**src/rtl/piso_tx_pkg.sv**
```systemverilog
// Shared types and frame-length helper for the piso_tx serial transmitter.
// Frame length depends on PISO_TX_PARITY_EN (one appended even-parity bit when defined).
package piso_tx_pkg;

    typedef enum logic [0:0] {
        IDLE  = 1'b0,
        SHIFT = 1'b1
    } piso_state_t;

    function automatic int frame_len(input int width);
`ifdef PISO_TX_PARITY_EN
        return width + 1;
`else
        return width;
`endif
    endfunction

endpackage

```
**src/rtl/piso_tx_if.sv**
```systemverilog
// Load handshake and serial output bundle between a word producer and piso_tx.
interface piso_tx_if #(
    parameter int WIDTH = 4
);
    logic [WIDTH-1:0] data_in;
    logic             load_valid;
    logic             load_ready;
    logic             serial_out;
    logic             frame;
    logic             done;

    modport master (
        output data_in, load_valid,
        input  load_ready, serial_out, frame, done
    );

    modport slave (
        input  data_in, load_valid,
        output load_ready, serial_out, frame, done
    );
endinterface

```
**src/rtl/piso_bit_cnt.sv**
```systemverilog
// Bit position counter for piso_tx: cleared on load, stepped on inc, and flags
// both the final position (tc) and the one before it (pre_tc).
module piso_bit_cnt #(
    parameter int N = 4
) (
    input  logic clk,
    input  logic rst,
    input  logic load,
    input  logic inc,
    output logic tc,
    output logic pre_tc
);
    localparam int CW = (N > 1) ? $clog2(N) : 1;

    logic [CW-1:0] count;

    always_ff @(posedge clk or posedge rst) begin
        if (rst) begin
            count <= '0;
        end else if (load) begin
            count <= '0;
        end else if (inc) begin
            count <= count + CW'(1);
        end
    end

    assign tc     = (count == CW'(N - 1));
    assign pre_tc = (count == CW'(N - 2));

endmodule

```
**src/rtl/piso_tx.sv**
```systemverilog
// Parallel-in serial-out transmitter with valid/ready load and frame/done qualifiers.
// Define PISO_TX_PARITY_EN to append an even-parity bit to every frame.
module piso_tx
    import piso_tx_pkg::*;
#(
    parameter int WIDTH     = 4,
    parameter int MSB_FIRST = 0
) (
    input  logic     clk,
    input  logic     rst,
    piso_tx_if.slave bus
);
    localparam int N = frame_len(WIDTH);

    piso_state_t   state;
    logic [N-1:0]  shift_reg;
    logic [N-1:0]  send_vec;
    logic          accept;
    logic          tc;
    logic          pre_tc;
    logic          cnt_inc;

    // Reorder the incoming word so bit 0 of send_vec is always transmitted first.
    always_comb begin
        send_vec = '0;
        for (int i = 0; i < WIDTH; i++) begin
            send_vec[i] = (MSB_FIRST != 0) ? bus.data_in[WIDTH-1-i] : bus.data_in[i];
        end
`ifdef PISO_TX_PARITY_EN
        send_vec[WIDTH] = ^bus.data_in;
`endif
    end

    assign bus.load_ready = !rst && ((state == IDLE) || tc);
    assign accept         = bus.load_valid && bus.load_ready;
    assign cnt_inc        = (state == SHIFT) && !tc && !accept;

    piso_bit_cnt #(
        .N(N)
    ) u_bit_cnt (
        .clk    (clk),
        .rst    (rst),
        .load   (accept),
        .inc    (cnt_inc),
        .tc     (tc),
        .pre_tc (pre_tc)
    );

    // An accept on the closing edge of a frame chains straight into the next word.
    always_ff @(posedge clk or posedge rst) begin
        if (rst) begin
            state          <= IDLE;
            shift_reg      <= '0;
            bus.serial_out <= 1'b0;
            bus.frame      <= 1'b0;
            bus.done       <= 1'b0;
        end else if (accept) begin
            state          <= SHIFT;
            shift_reg      <= send_vec >> 1;
            bus.serial_out <= send_vec[0];
            bus.frame      <= 1'b1;
            bus.done       <= 1'b0;
        end else if (state == SHIFT) begin
            if (tc) begin
                state          <= IDLE;
                shift_reg      <= '0;
                bus.serial_out <= 1'b0;
                bus.frame      <= 1'b0;
                bus.done       <= 1'b0;
            end else begin
                shift_reg      <= shift_reg >> 1;
                bus.serial_out <= shift_reg[0];
                bus.done       <= pre_tc;
            end
        end
    end

endmodule
```
**src/flat_wrapper.sv**
```systemverilog
// flat-port wrapper written by rule: the top's interface ports become plain ports
module piso_tx_flat import piso_tx_pkg::*;
#(
    parameter int WIDTH     = 4,
    parameter int MSB_FIRST = 0
)
  (clk, rst, bus_data_in, bus_load_valid, bus_load_ready, bus_serial_out, bus_frame, bus_done);
  piso_tx_if #(.WIDTH(WIDTH)) bus_i ();
  input  logic clk;
  input  logic rst;
  input wire logic [$bits(bus_i.data_in)-1:0] bus_data_in;
  input wire logic [$bits(bus_i.load_valid)-1:0] bus_load_valid;
  output wire logic [$bits(bus_i.load_ready)-1:0] bus_load_ready;
  output wire logic [$bits(bus_i.serial_out)-1:0] bus_serial_out;
  output wire logic [$bits(bus_i.frame)-1:0] bus_frame;
  output wire logic [$bits(bus_i.done)-1:0] bus_done;
  assign bus_i.data_in = bus_data_in;
  assign bus_i.load_valid = bus_load_valid;
  assign bus_load_ready = bus_i.load_ready;
  assign bus_serial_out = bus_i.serial_out;
  assign bus_frame = bus_i.frame;
  assign bus_done = bus_i.done;
  piso_tx #(.WIDTH(WIDTH), .MSB_FIRST(MSB_FIRST)) u_core (.clk(clk), .rst(rst), .bus(bus_i));
endmodule
```
**config.mk**
```make
export PLATFORM = sky130hd
export DESIGN_NAME = piso_tx_flat
export DESIGN_NICKNAME = d
export VERILOG_FILES = /design/src/rtl/piso_tx_pkg.sv /design/src/rtl/piso_tx_if.sv /design/src/rtl/piso_bit_cnt.sv /design/src/rtl/piso_tx.sv /design/src/flat_wrapper.sv
export SDC_FILE = /design/constraint.sdc
export NUM_CORES = 1
export LEC_CHECK = 0
export ABC_CLOCK_PERIOD_IN_PS = 1100
export CAP_MARGIN = 20
export CORE_AREA = 5 5 42 44
export DETAILED_ROUTE_END_ITERATION = 12
export DIE_AREA = 0 0 47 49
export PLACE_DENSITY_LB_ADDON = 0.15
export SETUP_SLACK_MARGIN = 0.02
export SLEW_MARGIN = 20
export SYNTH_ARGS = -nofsm -noshare
export SYNTH_HDL_FRONTEND = slang
export SYNTH_SLANG_ARGS = --single-unit
```
**constraint.sdc**
```tcl
create_clock -name clk -period 1.1 [get_ports clk]
set_input_delay 0.11 -clock clk [delete_from_list [all_inputs] [get_ports clk]]
set_output_delay 0.11 -clock clk [all_outputs]
set_load 0.02 [all_outputs]
```
==> impl_metrics.json, run 1 <==
{
  "clk_latency_ps": 260,
  "viasPerCell": 4.848,
  "end_kind": "output port",
  "n_antenna_cell": 0,
  "grt_usage_pct": 10.24,
  "core_area_um2": 1401,
  "cellPowerDensity_nw_per_um2": 2573,
  "largest_reg_flops": 3,
  "cp_top_family": "flip-flops",
  "ir_drop_v": 0.001153,
  "start_util_pct": 31.79,
  "r2r_start": "u_core.u_bit_cnt.count[0]$_DFFE_PP0P_",
  "fin_util_pct": 48.75,
  "drcViolationCount": 0,
  "p_leak_nw": 0.3096,
  "synth.distinct_cells": 21,
  "numPlacedInstances": 74,
  "hold_violations": 0,
  "worstSetupStartpointType": "register",
  "cp_max_fo": 2,
  "finalNetCount": 73,
  "cts_tree": "done",
  "cp_num_cells": 4,
  "hold_buffers": 0,
  "grt-busiest-layer": "met2",
  "dp_hpwl_um": 739.2,
  "fin_cells": 79,
  "setup_viol": 8,
  "slowest_delay_ps": 410,
  "synth_seq_area_share_pct": 50.56,
  "clkTransAtPathRegs_ps": 60,
  "gp_congestion": 0.6846,
  "syn_nets": 52,
  "multi_input_area_um2": 240.2,
  "fillers": 135,
  "synth_seq_cells": 9,
  "use_met1_pct": 13.15,
  "areaGrowthSynthToFinish_pct": 53.37,
  "cp_data_required_time_ps": 990,
  "critPathArrivalTime_ps": 1240,
  "relSlewSlack_pct": 76.92,
  "stdcell_area_um2": 683.2,
  "whs_ps": 195.4,
  "wl_per_cell_um": 13.01,
  "dieWidth_um": 47,
  "grt_pass1_vias": 357,
  "via_count": 383,
  "grt_pass1_wl_mm": 1.628,
  "endpoint": "bus_load_ready",
  "clock.fmax_mhz": 742.5,
  "ios": 11,
  "cts_buffers": 3,
  "grt_use_met2_pct": 13.35,
  "regArea_um2": 225.2,
  "worstMarginPinSlew_ps": 345.9,
  "cap_violations": 0,
  "finalCritPeriodShare_pct": 122.4,
  "fin_skew_ps": 6.863,
  "yosys_warnings": 0,
  "clock_sinks": 9,
  "timing.rr.end": "u_core.bus.serial_out$_DFFE_PP0P_",
  "rsz0062_at_grt": "yes",
  "period_needed_ps": 1347,
  "portBuffers": 10,
  "antenna_found_initial": 0,
  "synth_area_um2": 445.4,
  "die_area_um2": 2303,
  "die_h_um": 49,
  "cts-htree-levels": 1,
  "wl_mm": 1.028,
  "grtUsageMet3_pct": 2.214,
  "max-clock-path-buffers": 2,
  "placed_cell_area_um2": 619.3,
  "overflow": 0,
  "synth.avg_cell_area_um2": 10.36,
  "ant_nets": 0,
  "firstDrtPassIters": 1,
  "cp_num_buf_inv": 1,
  "root_buffer": "clkbuf_4",
  "crit_chain": "ha_4, and2b_4, nor2_2, buf_6",
  "slew_violations": 0,
  "r2r_cells": 6,
  "status": "finished, violations left",
  "rows": 14,
  "violations": "negative setup slack",
  "setup_ws_ps": -246.7,
  "drt_iter0_markers": 0,
  "power.total_w": 0.001758,
  "startpoint": "u_core.u_bit_cnt.count[0]$_DFFE_PP0P_",
  "critical_path_class": "reg -> out",
  "hp-class": "in -> async",
  "drive_gt1_share_pct": 41.27,
  "critical-path-slowest-cell": "dfrtp_1",
  "rrSetupSlack_ps": -180,
  "syn_inst": 43,
  "grt_max_degree": 10
}
-- cell usage after synthesis, drive strengths merged --
master,count,area share (%)
nand2b,2,3.4
o21ai,3,3.4
nand3,4,4.5
buf,2,4.2
a21oi,2,2.2
nand2,5,4.2
a31oi,1,1.4
o211ai,2,3.4
nor2,1,0.84
a32oi,3,5.9
dfrtp,9,51
mux2i,1,2.2
inv,3,2.5
ha,2,5.6
a31o,1,2.0
nor2b,1,1.4
and2b,1,2.2
-- power breakdown --
group	switching [W]	leakage [nW]	internal [W]
registers	0.0000938	0.113	0.000469
logic	0.000464	0.181	0.000473
clock network	0.000117	0.0150	0.000140
total	0.000675	0.310	0.00108
-- placed cells by master (no fill, tap or decap), drive strengths merged, types with 3 or more instances in the layout --
master and n:
a32oi 3, buf 9, clkbuf 5, clkdlybuf4s50 6
dfrtp 9, inv 3, nand2 5, nand3 4
o21ai 3
-- stage by stage --
step / setup TNS (ps) / setup WS, ps
global placement: -1984 / -367.0
detailed placement: -1870 / -381.0
CTS: -736.2 / -264.8
finish: -1004 / -246.7
global route: -1470 / -291.7
floorplan: 0 / 40.83
-- cells by family after synthesis --
group                      after synthesis  share of synthesized area (%)
muxes                                    1                          2.247
and+or+nand+nor                         14                          16.58
adders and majority gates                2                          5.617
DFF                                      9                          50.56
buffers and inverters                    5                          6.742
AOI/OAI and AO/OA                       12                          18.26
-- per-layer routing --
| metal | share of wire, % | wire [um] |
|---|---|---|
| met5 | 0 | 0 |
| met4 | 4.0 | 41 |
| met3 | 4.8 | 49 |
| met2 | 49 | 500 |
| met1 | 42 | 436 |
-- how the worst min path moves through the flow --
stage	startpoint	end	slack (ps)	depth (start not counted)
finish	rst	u_core.shift_reg[2]$_DFFE_PP0P_	200	2
global route	rst	u_core.shift_reg[1]$_DFFE_PP0P_	260	2
CTS	rst	u_core.shift_reg[2]$_DFFE_PP0P_	210	2
detailed placement	u_core.shift_reg[0]$_DFFE_PP0P_	u_core.bus.serial_out$_DFFE_PP0P_	480	2
global placement	u_core.shift_reg[0]$_DFFE_PP0P_	u_core.bus.serial_out$_DFFE_PP0P_	470	2
floorplan	rst	u_core.bus.done$_DFFE_PP0P_	-60	1
-- final cells by class --
type	count	area share [%]
multi-input combinational	29	35.16
sequential	9	32.97
timing repair buffer	18	23.44
clock buffer	4	3.846
tap	16	2.930
inverter	3	1.648
-- timing repair --
action | in CTS | in global routing
endpoints found under the hold margin | 0 | 0
setup endpoints to repair | 11 | 11
pin swaps | 3 | 2
resized for setup | 15 | 7
setup buffers | 1 | 1
Power figures use the tool's default switching activity.
==> inputs of run 2 (changes only) <==
Settings changed: ABC_AREA set to 1.
==> run 2 against run 1 <==
The flow still finishes with violations (negative setup slack). Clock power is 4% lower. Utilization rose by 1.2 points. First-iteration DRC count rose by 5. Synthesized cell count grew 7.0%. Critical path type unchanged. Largest cell class is now registers.
==> impl_metrics.json, run 2 <==
{
  "fillers": 140,
  "p_leak_nw": 0.3413,
  "r2r_start": "u_core.u_bit_cnt.count[1]$_DFFE_PP0P_",
  "rows": 14,
  "grt_max_degree": 11,
  "period_needed_ps": 1274,
  "drcViolationCount": 0,
  "critical_path_class": "reg -> out",
  "use_met1_pct": 11.49,
  "grt_pass1_vias": 417,
  "yosysTopAreaCell": "dfrtp_1",
  "finalNetCount": 82,
  "firstDrtPassIters": 4,
  "fin_util_pct": 49.91,
  "stdcell_area_um2": 699.4,
  "end_kind": "output port",
  "numPlacedInstances": 82,
  "wl_per_cell_um": 11.13,
  "yosys-top-cells-count": "nand2_1, nand3_1, dfrtp_1, inv_1",
  "relSlewSlack_pct": 83.32,
  "cts-htree-levels": 1,
  "critical-path-slowest-cell": "dfrtp_1",
  "cellPowerDensity_nw_per_um2": 2429,
  "ant_nets": 0,
  "via_count": 408,
  "die_h_um": 49,
  "viasPerCell": 4.636,
  "overflow": 0,
  "yosys_warnings": 0,
  "placed_cell_area_um2": 644.4,
  "syn_inst": 46,
  "start_util_pct": 30.98,
  "max-clock-path-buffers": 2,
  "critPathArrivalTime_ps": 1160,
  "setup_ws_ps": -174.4,
  "status": "finished, violations left",
  "crit_chain": "ha_2, inv_2, nand2_4, inv_4, nor2_4, buf_6",
  "die_area_um2": 2303,
  "clkTransAtPathRegs_ps": 60,
  "syn_nets": 55,
  "clock.fmax_mhz": 784.7,
  "hold_buffers": 0,
  "slew_violations": 0,
  "min_from": "bus_data_in[3]",
  "core_area_um2": 1401,
  "synth_seq_area_share_pct": 51.87,
  "synth_seq_cells": 9,
  "place_ws_ps": -331.2,
  "largest_reg_flops": 3,
  "gp_congestion": 0.7261,
  "synth.distinct_cells": 11,
  "synth_top_area_share_pct": 51.87,
  "cp_data_required_time_ps": 990,
  "clk_latency_ps": 250,
  "wl_um": 979,
  "dieWidth_um": 47,
  "final_cell_mix": "nand2_1, nand3_1, buf_4, dfrtp_1, clkdlybuf4s50_1",
  "hold_violations": 0,
  "worstMarginPinSlew_ps": 249.4,
  "areaGrowthSynthToFinish_pct": 61.10,
  "synth.avg_cell_area_um2": 9.438,
  "ys_async_sr_fraction_pct": 100.0,
  "grtUsageMet3_pct": 3.321,
  "drt_iter0_markers": 5,
  "fin_skew_ps": 2.280,
  "ys.flop_type": "dfrtp_1",
  "portBuffers": 10,
  "hp-class": "in -> reg",
  "dp_hpwl_um": 757.6,
  "ys_top_cells_by_area": "dfrtp_1, nand3_1, nand2_1, ha_1, nand4_1",
  "clock_sinks": 9,
  "synth_area_um2": 434.2,
  "violations": "negative setup slack",
  "cp_max_fo": 2,
  "synth-edff-count": 0,
  "grt_usage_pct": 9.936,
  "cts_tree": "done",
  "drive_gt1_share_pct": 31.94,
  "cap_violations": 0,
  "antenna_found_initial": 0,
  "setup_viol": 10,
  "fin_cells": 88,
  "cts_buffers": 3,
  "rsz0062_at_grt": "yes",
  "ir_drop_v": 0.001355,
  "grt_pass1_wl_mm": 1.676,
  "power.total_w": 0.001699,
  "startpoint": "u_core.u_bit_cnt.count[0]$_DFFE_PP0P_",
  "finalCritPeriodShare_pct": 115.9,
  "n_antenna_cell": 0,
  "slowest_delay_ps": 380,
  "grt_use_met2_pct": 16.06,
  "root_buffer": "clkbuf_4",
  "worstSetupStartpointType": "register",
  "ios": 11,
  "grt-busiest-layer": "met2"
}
## run 2: changes by cell type after synthesis, sizes merged, moves of 3 or more
cell	previous run	this run
a32oi	3	0
inv	3	6
nand2	5	11
nand3	4	11
nand4	0	3
## run 2: kinds of logic after synthesis
logic type,after synthesis,synth area share [%]
fa+ha+maj,2,5.763
buf+inv,6,5.187
compound gates,3,3.457
flops,9,51.87
simple gates,26,33.72
## run 2: routing by layer
metal / vias up / wire length [um]
li1: 213 / -
met1: 185 / 443
met2: 10 / 468
met3: 0 / 67
met4: 0 / 0
met5: - / 0
## run 2: area by class of cell
cell class,count,area (um^2),area share (%)
Timing Repair Buffer,21,196.4,28.09
Sequential cell,9,225.2,32.20
Inverter,6,25.02,3.578
Tap cell,16,20.02,2.862
Clock buffer,4,26.28,3.757
Multi-Input combinational cell,32,206.4,29.52
## run 2: worst max-delay path: cells and delay by family, from the launching register on
kind,cells,cell delay [ps]
adders and majority gates,1,180
buffers and inverters,3,250
DFF,1,380
and+or+nand+nor,2,90
## run 2: what timing repair did
| action | in CTS | in global routing |
|---|---|---|
| buffers inserted | 0 | 1 |
| gates resized for setup | 11 | 3 |
| gates cloned | 1 | 0 |
| setup endpoints to repair | 13 | 13 |
## run 2: path summary, 6_finish.rpt
check | end | slack, ps | cells after the start
min in group asynchronous | u_core.shift_reg[2]$_DFFE_PP0P_ | 440 | 4
hold / removal | u_core.shift_reg[2]$_DFFE_PP0P_ | 410 | 3
max in group asynchronous | u_core.bus.done$_DFFE_PP0P_ | 470 | 5
setup / recovery | bus_load_ready | -170 | 6
setup reg to reg | u_core.u_bit_cnt.count[1]$_DFFE_PP0P_ | -150 | 7
hold reg to reg | u_core.bus.frame$_DFFE_PP0P_ | 500 | 2
## run 2: stage by stage
step           hold WS, ps  TNS, ps
2_1_floorplan       -81.69        0
3_3_place_gp         490.1    -1601
3_5_place_dp         495.8    -1674
4_1_cts              403.5   -956.6
5_1_grt              401.6    -1844
6_report             406.4   -937.9
## run 2: report_power, final
part           switching, W  internal (W)
clock              0.000109      0.000139
sequential        0.0000890      0.000480
combinational      0.000487      0.000395
total              0.000684       0.00101
==> inputs of run 3 (changes only) <==
Settings changed: CORE_AREA 5 5 42 44 to 4 4 41 43, DIE_AREA 0 0 47 49 to 0 0 45 47.
==> run 3 against run 2 <==
The run still ends with negative setup slack left. Global-route usage up 3.3 points. First-iteration DRC count up 20%. Clock skew down 1.2 ps. Power up 24%. Sequential power up 2%. Critical path depth unchanged. Worst hold slack worse by 0.78 ps. Fmax down 0.32%. Flip-flop and latch count unchanged. Critical path type unchanged. Largest power group unchanged. Highest routed layer is now met4.
==> impl_metrics.json, run 3 (same netlist as run 2, synthesis figures left out) <==
{
  "hp-class": "in -> reg",
  "hold_violations": 0,
  "whs_ps": 405.6,
  "setup_ws_ps": -178.5,
  "finalCritPeriodShare_pct": 116.2,
  "areaGrowthSynthToFinish_pct": 80.69,
  "grt_pass1_vias": 448,
  "max-clock-path-buffers": 2,
  "stdcell_area_um2": 784.5,
  "overflow": 0,
  "fin_util_pct": 60.29,
  "final_common_cell": "buf_4",
  "start_util_pct": 33.37,
  "setup_viol": 8,
  "die_area_um2": 2115,
  "fin_skew_ps": 1.109,
  "finalNetCount": 87,
  "cts-htree-levels": 1,
  "regArea_um2": 225.2,
  "clk_latency_ps": 260,
  "worstMarginPinSlew_ps": 252.1,
  "dieWidth_um": 45,
  "ir_drop_v": 0.001677,
  "relSlewSlack_pct": 83.14,
  "clock_sinks": 9,
  "status": "finished, violations left",
  "power.total_w": 0.002110,
  "drt_iter0_markers": 6,
  "hold_buffers": 0,
  "grt_pass1_wl_mm": 1.918,
  "die_h_um": 47,
  "wl_mm": 1.201,
  "cts_tree": "done",
  "dp_hpwl_um": 734,
  "period_needed_ps": 1278,
  "critical_path_class": "reg -> out",
  "gp_congestion": 0.7048,
  "worstSetupStartpointType": "register",
  "critPathArrivalTime_ps": 1170,
  "largest_reg_flops": 3,
  "fillers": 122,
  "clkTransAtPathRegs_ps": 60,
  "slew_violations": 0,
  "drcViolationCount": 0,
  "viasPerCell": 4.783,
  "cts_buffers": 3,
  "wl_per_cell_um": 13.05,
  "final_cell_mix": "buf_4, dfrtp_1, nand3_2, nand2_1, clkdlybuf4s50_1",
  "grt_usage_pct": 13.21,
  "core_area_um2": 1301,
  "antenna_found_initial": 0,
  "n_antenna_cell": 0,
  "via_count": 440,
  "end_kind": "output port",
  "rsz0062_at_grt": "yes",
  "cp_data_required_time_ps": 990,
  "ios": 11,
  "p_leak_nw": 0.3783,
  "cellPowerDensity_nw_per_um2": 2690,
  "rows": 13,
  "multi_input_area_um2": 261.5,
  "grt_max_degree": 7,
  "root_buffer": "clkbuf_4",
  "clock.fmax_mhz": 782.2,
  "cp_max_fo": 3,
  "violations": "negative setup slack",
  "ant_nets": 0,
  "placed_cell_area_um2": 638.1,
  "cap_violations": 0,
  "portBuffers": 10,
  "drive_gt1_share_pct": 55.84,
  "firstDrtPassIters": 2
}
[run 3: per-stage QoR]
| step | std cells | setup slack (ps) | TNS, ps |
|---|---|---|---|
| 6_report | 92 | -178.5 | -701.2 |
| 4_1_cts | 91 | -181.3 | -1312 |
| 5_1_grt | 92 | -250.8 | -1384 |
| 3_3_place_gp | 82 | -329.0 | -1289 |
| 3_5_place_dp | 82 | -325.6 | -1388 |
| 2_1_floorplan | 46 | 9.526 | 0 |
[run 3: timing repair]
item | 4_1_cts | 5_1_grt
resized for setup | 27 | 9
setup endpoints to repair | 13 | 13
buffers inserted | 3 | 3
pin swaps | 4 | 8
cloned | 2 | 0
[run 3: worst paths after layout]
path | start | depth (start not counted) | to | slack (ps)
max in group asynchronous | rst | 5 | u_core.state$_DFF_PP0_ | 460
hold / removal | bus_data_in[3] | 3 | u_core.shift_reg[2]$_DFFE_PP0P_ | 410
hold reg to reg | u_core.shift_reg[2]$_DFFE_PP0P_ | 2 | u_core.shift_reg[1]$_DFFE_PP0P_ | 530
setup / recovery | u_core.u_bit_cnt.count[0]$_DFFE_PP0P_ | 6 | bus_load_ready | -180
setup reg to reg | u_core.u_bit_cnt.count[0]$_DFFE_PP0P_ | 7 | u_core.shift_reg[1]$_DFFE_PP0P_ | -100
min in group asynchronous | rst | 5 | u_core.u_bit_cnt.count[1]$_DFFE_PP0P_ | 490
[run 3: final cells by class]
type                       count  area share, %
timing repair buffer          26          28.55
sequential                     9          28.71
clock buffer                   4          3.349
multi-input combinational     32          33.33
tap                           15          2.392
inverter                       6          3.668
[run 3: power by group]
part	internal, W	switching, W	leakage (nW)	total [W]
clock network	0.000140	0.000118	0.0150	0.000258
logic	0.000616	0.000654	0.251	0.00127
registers	0.000480	0.000103	0.113	0.000583
total	0.00124	0.000874	0.378	0.00211
[run 3: layer usage]
metal / up-vias / global-route usage, % / share of wire [%]
met5: - / 0 / 0
met4: 0 / 5.263 / 1.2
met3: 2 / 6.130 / 6.7
met2: 13 / 22.88 / 50
met1: 206 / 13.92 / 42
li1: 219 / - / -
[run 3: worst max-delay path, stage by stage (launching register included)]
cell     delay [ps]
dfrtp_1         380
ha_2            180
inv_2            70
nand2_4          60
inv_4            60
nor2_4           30
buf_6           120
==> RTL change, RTL diff (config.mk and constraints of run 2) <==
`WIDTH` is set to 4 in 3 places; all go to 8.
--- a/src/rtl/piso_tx_if.sv
+++ b/src/rtl/piso_tx_if.sv
@@ -1,6 +1,6 @@
 // Load handshake and serial output bundle between a word producer and piso_tx.
 interface piso_tx_if #(
-    parameter int WIDTH = 4
+    parameter int WIDTH = 8
 );
     logic [WIDTH-1:0] data_in;
     logic             load_valid;
--- a/src/rtl/piso_tx.sv
+++ b/src/rtl/piso_tx.sv
@@ -3,7 +3,7 @@
 module piso_tx
     import piso_tx_pkg::*;
 #(
-    parameter int WIDTH     = 4,
+    parameter int WIDTH     = 8,
     parameter int MSB_FIRST = 0
 ) (
     input  logic     clk,
--- a/src/flat_wrapper.sv
+++ b/src/flat_wrapper.sv
@@ -1,7 +1,7 @@
 // flat-port wrapper written by rule: the top's interface ports become plain ports
 module piso_tx_flat import piso_tx_pkg::*;
 #(
-    parameter int WIDTH     = 4,
+    parameter int WIDTH     = 8,
     parameter int MSB_FIRST = 0
 )
   (clk, rst, bus_data_in, bus_load_valid, bus_load_ready, bus_serial_out, bus_frame, bus_done);
Interface: changed (resized bus_data_in); port bits go from 11 to 15. No check against the original RTL was run, so the function may have changed too.
==> RTL change against run 2 <==
  * The flow still finishes with violations (negative setup slack)
  * Synthesized area up 58%
  * Sequential power up 52%
  * First-iteration DRC count rose to 4.2 times the old value
  * Wire length up 65%
  * Sequential share of layout area up 3.6 points
  * Combinational power up 35%
  * Cell count up 32%
  * Register-to-register slack worse by 170 ps
  * Cell area up 40%
  * Hold slack worse by 23 ps
  * Sequential cell count up 5
  * Power up 43%
  * Clock power up 49%
  * Setup slack worse by 200 ps
  * Critical endpoint unchanged
==> RTL change: results (changes against run 2) <==
metric	value	unit	change
Synth top cells by count	nand3_1, dfrtp_1, nand2_1		
metal3 WL	139	um	+110%
maximum vdd drop	1727	uV	+27%
Seq/Total Area, Yosys	51.19	%	-0.68 points
Met2 Wirelength	709	um	+51%
M1 WL	748	um	+69%
hold_sp	bus_data_in[7]		
final setup fails	15		+5
P_clk	0.369	mW	+49%
FF-to-FF path depth	8		+1
Fillers	104		-26%
DP Cell Count	109		+33%
max reg flops	7		+4
setup TNS	-4242	ps	-3304 ps
drt wl/cell	13.91	um	+25%
gr usage total	16.19	%	+6.3 points
HPWL Detailed	1088	um	+44%
met2 Usage GRT	21.04	%	+5.0 points
largest net degree at the start of global routing	16		+5
layout cells sized above 1	31.00	%	-0.94 points
smallest hold slack	383.3	ps	-23.08 ps
status	finished with violations		
port bufs	14		+4
hold endpoint	u_core.shift_reg[6]		
first-pass GRT wire length	2725	um	+63%
Net Sw Frac	40.05	%	-0.23 points
Place WS	-477.4	ps	-146.2 ps
Clock Latency Late Sink	280	ps	+30 ps
DRT Wirelength	1614	um	+65%
1st-iter DRT viols	21		+16
Clock Skew	8.836	ps	+6.557 ps
top sig layer	met4		
worst slew pin tran	242.2	ps	-7.175 ps
Final nets	115		+40%
Power, Total	2.426	mW	+43%
leak pwr	0.4611	nW	+35%
register-to-register setup slack	-320	ps	-170 ps
Via Count	637		+56%
Area contributors post-synth	dfrtp_1, nand3_1, nand2_1, nand4_1, ha_1		
Yosys cell types	14		+3
post-synthesis cell count	72		+57%
setup ws final	-373.1	ps	-198.7 ps
placed instance area	917.1	sq um	+42%
Crit path arrival time	1360	ps	+200 ps
failing checks	negative setup slack		
vias in the first global route	598		+43%
RTL change: cell count changes in the layout (fill, tap and decap cells not counted), sizes merged:
| cell | change |
|---|---|
| nand3 | +11 |
| dfrtp | +5 |
| clkdlybuf4s50 | +4 |
| nand4 | +4 |
| clkbuf | +3 |
| clkdlybuf4s15 | -3 |
| nand2 | +3 |
| buf | +1 |
| ha | +1 |
| inv | -1 |
RTL change: cell type report:
cell class                      instances  share of cell area, %
Inverter                                5                  2.430
Multi-Input combinational cell         51                  33.50
Sequential cell                        14                  35.81
Timing Repair Buffer                   26                  22.51
Clock buffer                            4                  3.708
Tap cell                               16                  2.046
RTL change: repair_timing:
item	CTS	global route
pin swaps	2	1
setup endpoints to repair	18	18
cloned	1	0
buffers inserted	1	1
resized for setup	14	4
RTL change: kinds of logic after synthesis:
group	Yosys count	share of synthesized area, %
simple gates	44	33.64
flops	14	51.19
buf+inv	8	7.496
compound gates	3	2.193
fa+ha+maj	3	5.485
